### src/rtl/rocketcpu_bus_scheduler.sv
// Round-robin Wishbone arbiter for ibus/dbus/dma sharing one slave port.
// A granted transfer that waits TIMEOUT cycles for an ack is terminated with a zero-data ack.
//
// state  | meaning
// S_IDLE | no transfer in flight; arbitrate among asserted i_*_cyc
// S_BUSY | grant held until slave ack, master abort or timeout

module rocketcpu_bus_scheduler #(
   parameter int TIMEOUT = 255
) (
   input  logic        i_wb_clk,
   input  logic        reset,

   input  logic [31:0] i_ibus_adr,
   input  logic        i_ibus_cyc,
   output logic [31:0] o_ibus_rdt,
   output logic        o_ibus_ack,

   input  logic [31:0] i_dbus_adr,
   input  logic [31:0] i_dbus_dat,
   input  logic [3:0]  i_dbus_sel,
   input  logic        i_dbus_we,
   input  logic        i_dbus_cyc,
   output logic [31:0] o_dbus_rdt,
   output logic        o_dbus_ack,

   input  logic [31:0] i_dma_adr,
   input  logic [31:0] i_dma_dat,
   input  logic [3:0]  i_dma_sel,
   input  logic        i_dma_we,
   input  logic        i_dma_cyc,
   output logic [31:0] o_dma_rdt,
   output logic        o_dma_ack,

   output logic [31:0] o_wb_adr,
   output logic [31:0] o_wb_dat,
   output logic [3:0]  o_wb_sel,
   output logic        o_wb_we,
   output logic        o_wb_cyc,
   input  logic [31:0] i_wb_rdt,
   input  logic        i_wb_ack,

   output logic        o_timeout_err,
   input  logic        i_err_clr,
   output logic [1:0]  o_grant
);

   localparam int CW = $clog2(TIMEOUT + 1);

   typedef enum logic {S_IDLE = 1'b0, S_BUSY = 1'b1} state_t;

   state_t        state, state_nxt;
   logic [1:0]    grant, grant_nxt;
   logic [1:0]    ptr, ptr_nxt;
   logic [CW-1:0] cnt;
   logic [2:0]    req;
   logic [1:0]    pick;
   logic          pick_vld;
   logic          busy;
   logic          g_cyc;
   logic          xfer_ack, xfer_abort, xfer_tmo, xfer_end;
   logic          ack_live;

   assign req  = {i_dma_cyc, i_dbus_cyc, i_ibus_cyc};
   assign busy = (state == S_BUSY);

   // ptr holds the master index (0 ibus, 1 dbus, 2 dma) with highest priority
   always_comb begin
      pick     = 2'd0;
      pick_vld = |req;
      case (ptr)
         2'd1:    pick = req[1] ? 2'd1 : (req[2] ? 2'd2 : 2'd0);
         2'd2:    pick = req[2] ? 2'd2 : (req[0] ? 2'd0 : 2'd1);
         default: pick = req[0] ? 2'd0 : (req[1] ? 2'd1 : 2'd2);
      endcase
   end

   always_comb begin
      case (grant)
         2'd1:    g_cyc = i_ibus_cyc;
         2'd2:    g_cyc = i_dbus_cyc;
         2'd3:    g_cyc = i_dma_cyc;
         default: g_cyc = 1'b0;
      endcase
   end

   // A slave ack always wins over abort and timeout in the same cycle
   assign xfer_ack   = busy & i_wb_ack;
   assign xfer_abort = busy & ~i_wb_ack & ~g_cyc;
   assign xfer_tmo   = busy & ~i_wb_ack & g_cyc & (cnt == CW'(TIMEOUT));
   assign xfer_end   = xfer_ack | xfer_abort | xfer_tmo;

   always_ff @(posedge i_wb_clk) begin
      if (reset) begin
         state <= S_IDLE;
         grant <= 2'd0;
         ptr   <= 2'd0;
      end else begin
         state <= state_nxt;
         grant <= grant_nxt;
         ptr   <= ptr_nxt;
      end
   end

   always_comb begin
      state_nxt = state;
      grant_nxt = grant;
      ptr_nxt   = ptr;
      case (state)
         S_IDLE: begin
            if (pick_vld) begin
               state_nxt = S_BUSY;
               grant_nxt = pick + 2'd1;
            end
         end
         S_BUSY: begin
            if (xfer_end) begin
               state_nxt = S_IDLE;
               grant_nxt = 2'd0;
               ptr_nxt   = (grant == 2'd3) ? 2'd0 : grant;
            end
         end
         default: state_nxt = S_IDLE;
      endcase
   end

   // Counter idles at zero, so it is already clear on the first BUSY cycle
   always_ff @(posedge i_wb_clk) begin
      if (reset)
         cnt <= '0;
      else if (!busy)
         cnt <= '0;
      else if (!i_wb_ack)
         cnt <= cnt + CW'(1);
   end

   always_ff @(posedge i_wb_clk) begin
      if (reset)
         o_timeout_err <= 1'b0;
      else if (xfer_tmo)
         o_timeout_err <= 1'b1;
      else if (i_err_clr)
         o_timeout_err <= 1'b0;
   end

   assign ack_live = busy & ~reset & (i_wb_ack | xfer_tmo);

   always_comb begin
      o_wb_adr = 32'h0;
      o_wb_dat = 32'h0;
      o_wb_sel = 4'h0;
      o_wb_we  = 1'b0;
      case (grant)
         2'd1: begin
            o_wb_adr = i_ibus_adr;
            o_wb_sel = 4'hF;
         end
         2'd2: begin
            o_wb_adr = i_dbus_adr;
            o_wb_dat = i_dbus_dat;
            o_wb_sel = i_dbus_sel;
            o_wb_we  = i_dbus_we;
         end
         2'd3: begin
            o_wb_adr = i_dma_adr;
            o_wb_dat = i_dma_dat;
            o_wb_sel = i_dma_sel;
            o_wb_we  = i_dma_we;
         end
         default: ;
      endcase
      o_wb_cyc   = busy & g_cyc & ~reset;
      o_ibus_ack = ack_live & (grant == 2'd1);
      o_dbus_ack = ack_live & (grant == 2'd2);
      o_dma_ack  = ack_live & (grant == 2'd3);
      o_ibus_rdt = (xfer_tmo && grant == 2'd1) ? 32'h0 : i_wb_rdt;
      o_dbus_rdt = (xfer_tmo && grant == 2'd2) ? 32'h0 : i_wb_rdt;
      o_dma_rdt  = (xfer_tmo && grant == 2'd3) ? 32'h0 : i_wb_rdt;
   end

   assign o_grant = grant;

endmodule

### config.mk
export PLATFORM = sky130hd
export DESIGN_NAME = rocketcpu_bus_scheduler
export DESIGN_NICKNAME = d
export VERILOG_FILES = /design/src/rtl/rocketcpu_bus_scheduler.sv
export SDC_FILE = /design/constraint.sdc
export NUM_CORES = 1
export LEC_CHECK = 0
export CORE_AREA = 2 2 148 150
export CTS_BUF_LIST = sky130_fd_sc_hd__clkbuf_4
export CTS_CLUSTER_DIAMETER = 80
export DETAILED_ROUTE_END_ITERATION = 16
export DIE_AREA = 0 0 150 152
export GPL_ROUTABILITY_DRIVEN = 0
export PLACE_DENSITY = 0.61
export REMOVE_ABC_BUFFERS = 1
export SETUP_SLACK_MARGIN = 0.3
export SYNTH_ARGS = -nofsm -noshare
export SYNTH_HDL_FRONTEND = slang
export SYNTH_SLANG_ARGS = --single-unit
### constraint.sdc
create_clock -name i_wb_clk -period 2.1 [get_ports i_wb_clk]
set_input_delay 0.42 -clock i_wb_clk [delete_from_list [all_inputs] [get_ports i_wb_clk]]
set_output_delay 0.42 -clock i_wb_clk [all_outputs]
set_load 0.005 [all_outputs]
==> results <==
==> registers in the layout, summed over array words and instances, names as in the netlist <==
register / count
o_grant: 2
busy: 1
o_timeout_err: 1
cnt: 8
ptr: 2
==> cells in the final DEF, fill, tap and decap left out, types with 26 or more instances in the layout <==
master	netlist	layout
a22o_1	33	32
and2_1	64	58
buf_2	5	84
buf_4	3	56
buf_6	2	52
clkbuf_2	6	36
clkdlybuf4s50_1	0	204
dlymetal6s2s_1	0	26
mux2i_1	36	34
nor2b_1	71	66
==> where the power goes <==
group | internal, mW | leakage (nW) | switching (mW)
clock network | 0.0688 | 0.0154 | 0.0891
logic | 0.999 | 3.93 | 0.472
registers | 0.271 | 0.116 | 0.0128
==> metal layers <==
metal / global-route usage, % / vias to the layer above
met5: 0 / -
met3: 3.66 / 14
li1: - / 2265
met1: 18.4 / 2058
met4: 2.29 / 0
met2: 28.4 / 202
==> worst max path at each step <==
stage | depth (start not counted) | from | endpoint | slack [ps]
2_1_floorplan | 4 | o_grant[0] | o_dbus_rdt[0] | -2900
3_3_place_gp | 7 | i_dma_cyc | o_dma_rdt[18] | -800
3_5_place_dp | 7 | i_dma_cyc | o_dma_rdt[18] | -810
4_1_cts | 6 | o_grant[0] | o_dma_rdt[12] | -630
5_1_grt | 11 | cnt[0] | o_ibus_rdt[4] | -520
6_report | 11 | cnt[0] | o_ibus_rdt[21] | -420
==> logic make-up (layout without fill, tap and decap cells) <==
kind of cell    Yosys count  in the layout
mux                      69             69
xor+xnor                  7              7
simple gates            181            181
buf+inv                  37            538
flops                    14             14
fa+ha+maj                 3              3
compound gates           52             52
==> through the flow <==
step	hold slack, ps	util (%)	total power, mW
2_1_floorplan	460	-	0.676
5_1_grt	526	39.4	2.03
3_3_place_gp	466	33.7	1.51
6_report	478	39.4	1.91
3_5_place_dp	471	33.7	1.51
4_1_cts	487	37.5	1.82
==> synth_stat cells, drive strengths merged (3+ instances only) <==
master  instances
a21oi           6
a22o           33
a31oi           4
and2           64
and3            3
buf            14
clkbuf         19
dfxtp          14
ha              3
inv             4
mux2           33
mux2i          36
nand2b          8
nand3           6
nand4           3
nor2           17
nor2b          71
xor2            6
==> final cells by class <==
type | instances | area [um^2] | area share (%)
clock inverter | 1 | 3.75 | 0.0446
tap | 280 | 350 | 4.16
timing repair buffer | 530 | 5180 | 61.5
inverter | 4 | 15.0 | 0.178
clock buffer | 3 | 22.5 | 0.268
multi-input combinational | 312 | 2550 | 30.3
sequential | 14 | 292 | 3.47
==> what timing repair did <==
action,4_1_cts,5_1_grt
pin swaps,15,17
buffers inserted,59,38
endpoints found under the setup margin,173,172
cloned,12,2
resized for setup,434,206
==> worst register-to-register path, delay by kind of cell (launching register included) <==
kind | cells | cell delay (ps)
simple gates | 2 | 190
mux | 1 | 60
flops | 1 | 370
buf+inv | 9 | 1090
==> summary.txt <==
Floorplan
  – Number of core rows: 54
  – Die Footprint: roughly 23,000 um^2
  – Core area: 21,400 um^2
  – Initial Util: 13.2%
  – Die height: 152 um
  – Die X: 150 um
  – Top Ports: 381

Routing
  – Detailed-route DRC error count: 0
  – Routed WL: 19,600 um
  – DR pass1 iterations: 4
  – Met3 WL: 1580 um
  – Final ANT Viol Nets: 0
  – Via count: approximately 4,500
  – Wirelength per Cell: 17.1 um
  – Met2 wire len: 9990 um
  – Max Used Layer: met4
  – Met1 wire length: between 7000 and 8000 um
  – DRT iter0 DRCs: 157
  – Vias/cell: between 3 and 4

Power
  – Leakage: 4.06 nW
  – Pwr dens: 227 nW/um^2
  – Peak supply drop: 137 uV

GRT
  – Initial antenna violation count: 0
  – Vias in the first global route: 4,367
  – GRT Residual Overflow: 0
  – First-pass GRT wire length: around 27,000 um
  – Largest net degree at the start of global routing: 33
  – Tot GR Track Use: 15.4%

Worst hold path
  – Hold path depth: 2
  – Hold Path Origin: o_timeout_err
  – Hold WC Path Type: reg -> reg
  – Endpoint, Worst Hold: o_timeout_err

Yosys
  – Share of flip-flops with an asynchronous set or reset: 0%
  – Synth top area share: 15.7%
  – Compound-gate portion of the synthesized area: 15.0%
  – Part of the Yosys area used for sequential elements: 9.91%
  – Post-synthesis mux area share: between 20% and 30%
  – Avg Cell Area, Syn: slightly below 8 um^2
  – Cell accounting for the most synthesized area: nor2b_1
  – Post-Synth XOR/XNOR Area: 2.17%
  – Number of synthesized flops with an enable pin: 0
  – Synth top area cells: nor2b_1, and2_1, mux2i_1
  – Fraction of the mapped netlist area in adder cells: 1.33%
  – Post-Synth Simple-Gate Area: 39.4%
  – Yosys reg bits: 14
  – Ys flop type: dfxtp_1
  – Synth warn: 0
  – Syn Inst Count: between 300 and 400
  – Combinational family with the most area after synthesis: simple AND/OR/NAND/NOR gates
  – Syn Std Cell Area: 2830 um^2
  – Yosys cell types: 40

Status
  – Status: finished, violations left
  – Violations in the final reports: setup timing

Critical path
  – Reg2reg start: o_grant[0]
  – CP top delay family: buffers and inverters
  – Bufs and invs on worst path: 6
  – Startpoint types: flip-flop
  – Cells along the critical path: ha_4 -> and3_1 -> and3_4 -> and4_4 -> buf_12 -> buf_16 -> buf_12 -> buf_8 -> buf_6 -> nor2b_1 -> buf_2
  – Crit path arrival time: 2100 ps
  – R2R setup slack: 290 ps
  – Required @ worst endpoint: 1680 ps
  – WS Path Type: reg -> out
  – CP peak stage delay: 350 ps
  – Critical Path Fanout Max: 4
  – Cell with the largest stage delay on the worst path: dfxtp_2
  – Worst r2r path cells: 12
  – Top cell by count, worst path: buf_12
  – Capturing point of the worst reg2reg path: ptr[0]
  – CP endpoint kind: output port

Placed design
  – Count of input and output buffers: 380
  – Area after DPL: about 7200 um^2
  – Dpl cells: 1,029
  – DP Wirelength: roughly 13,000 um
  – Setup Slack @ Placement: -814 ps

Timing
  – Fin crit share: 120%
  – Final Skew: 9.71 ps
  – RSZ-0062 raised after global routing: yes
  – Tightest Pin Transition: ~480 ps
  – # setup viols final: 151
  – Post-route minimum period: 2520 ps
  – Fin. Hold Viols: 0
  – Setup ws final: -418 ps
  – Max Slew Vio Count: 0
  – Fmax: slightly below 400 MHz
  – Max-Slew Margin vs Limit: 67.9%
  – Setup TNS: -37,700 ps

Clocking
  – CTS clock-pin slew for the worst setup and hold paths: 90 ps
  – Clock root buffer: clkbuf_4
  – Clock latency at the later pin of the worst-skew pair: 280 ps
  – TritonCTS Sinks: 14
  – CTS tree: built
  – Deepest clock path buffer count: 2
  – Post-CTS Hold Fix Bufs: 0
  – H-tree levels: 1
  – CTS Buf Count: 3

Finish
  – N_diodes: 0
  – Share of cells above drive strength 1: 40.9%
  – Filler cells: approximately 2,200
  – Design area: ~8400 um^2
  – Final Non-Filler Cells: between 1,000 and 1,500
  – Fin nets: 1,077
  – Area Overhead vs Synth: 198%

Job
  – MaxCap Viol Count: 0
Note: power is estimated with default switching activity, not from simulation.
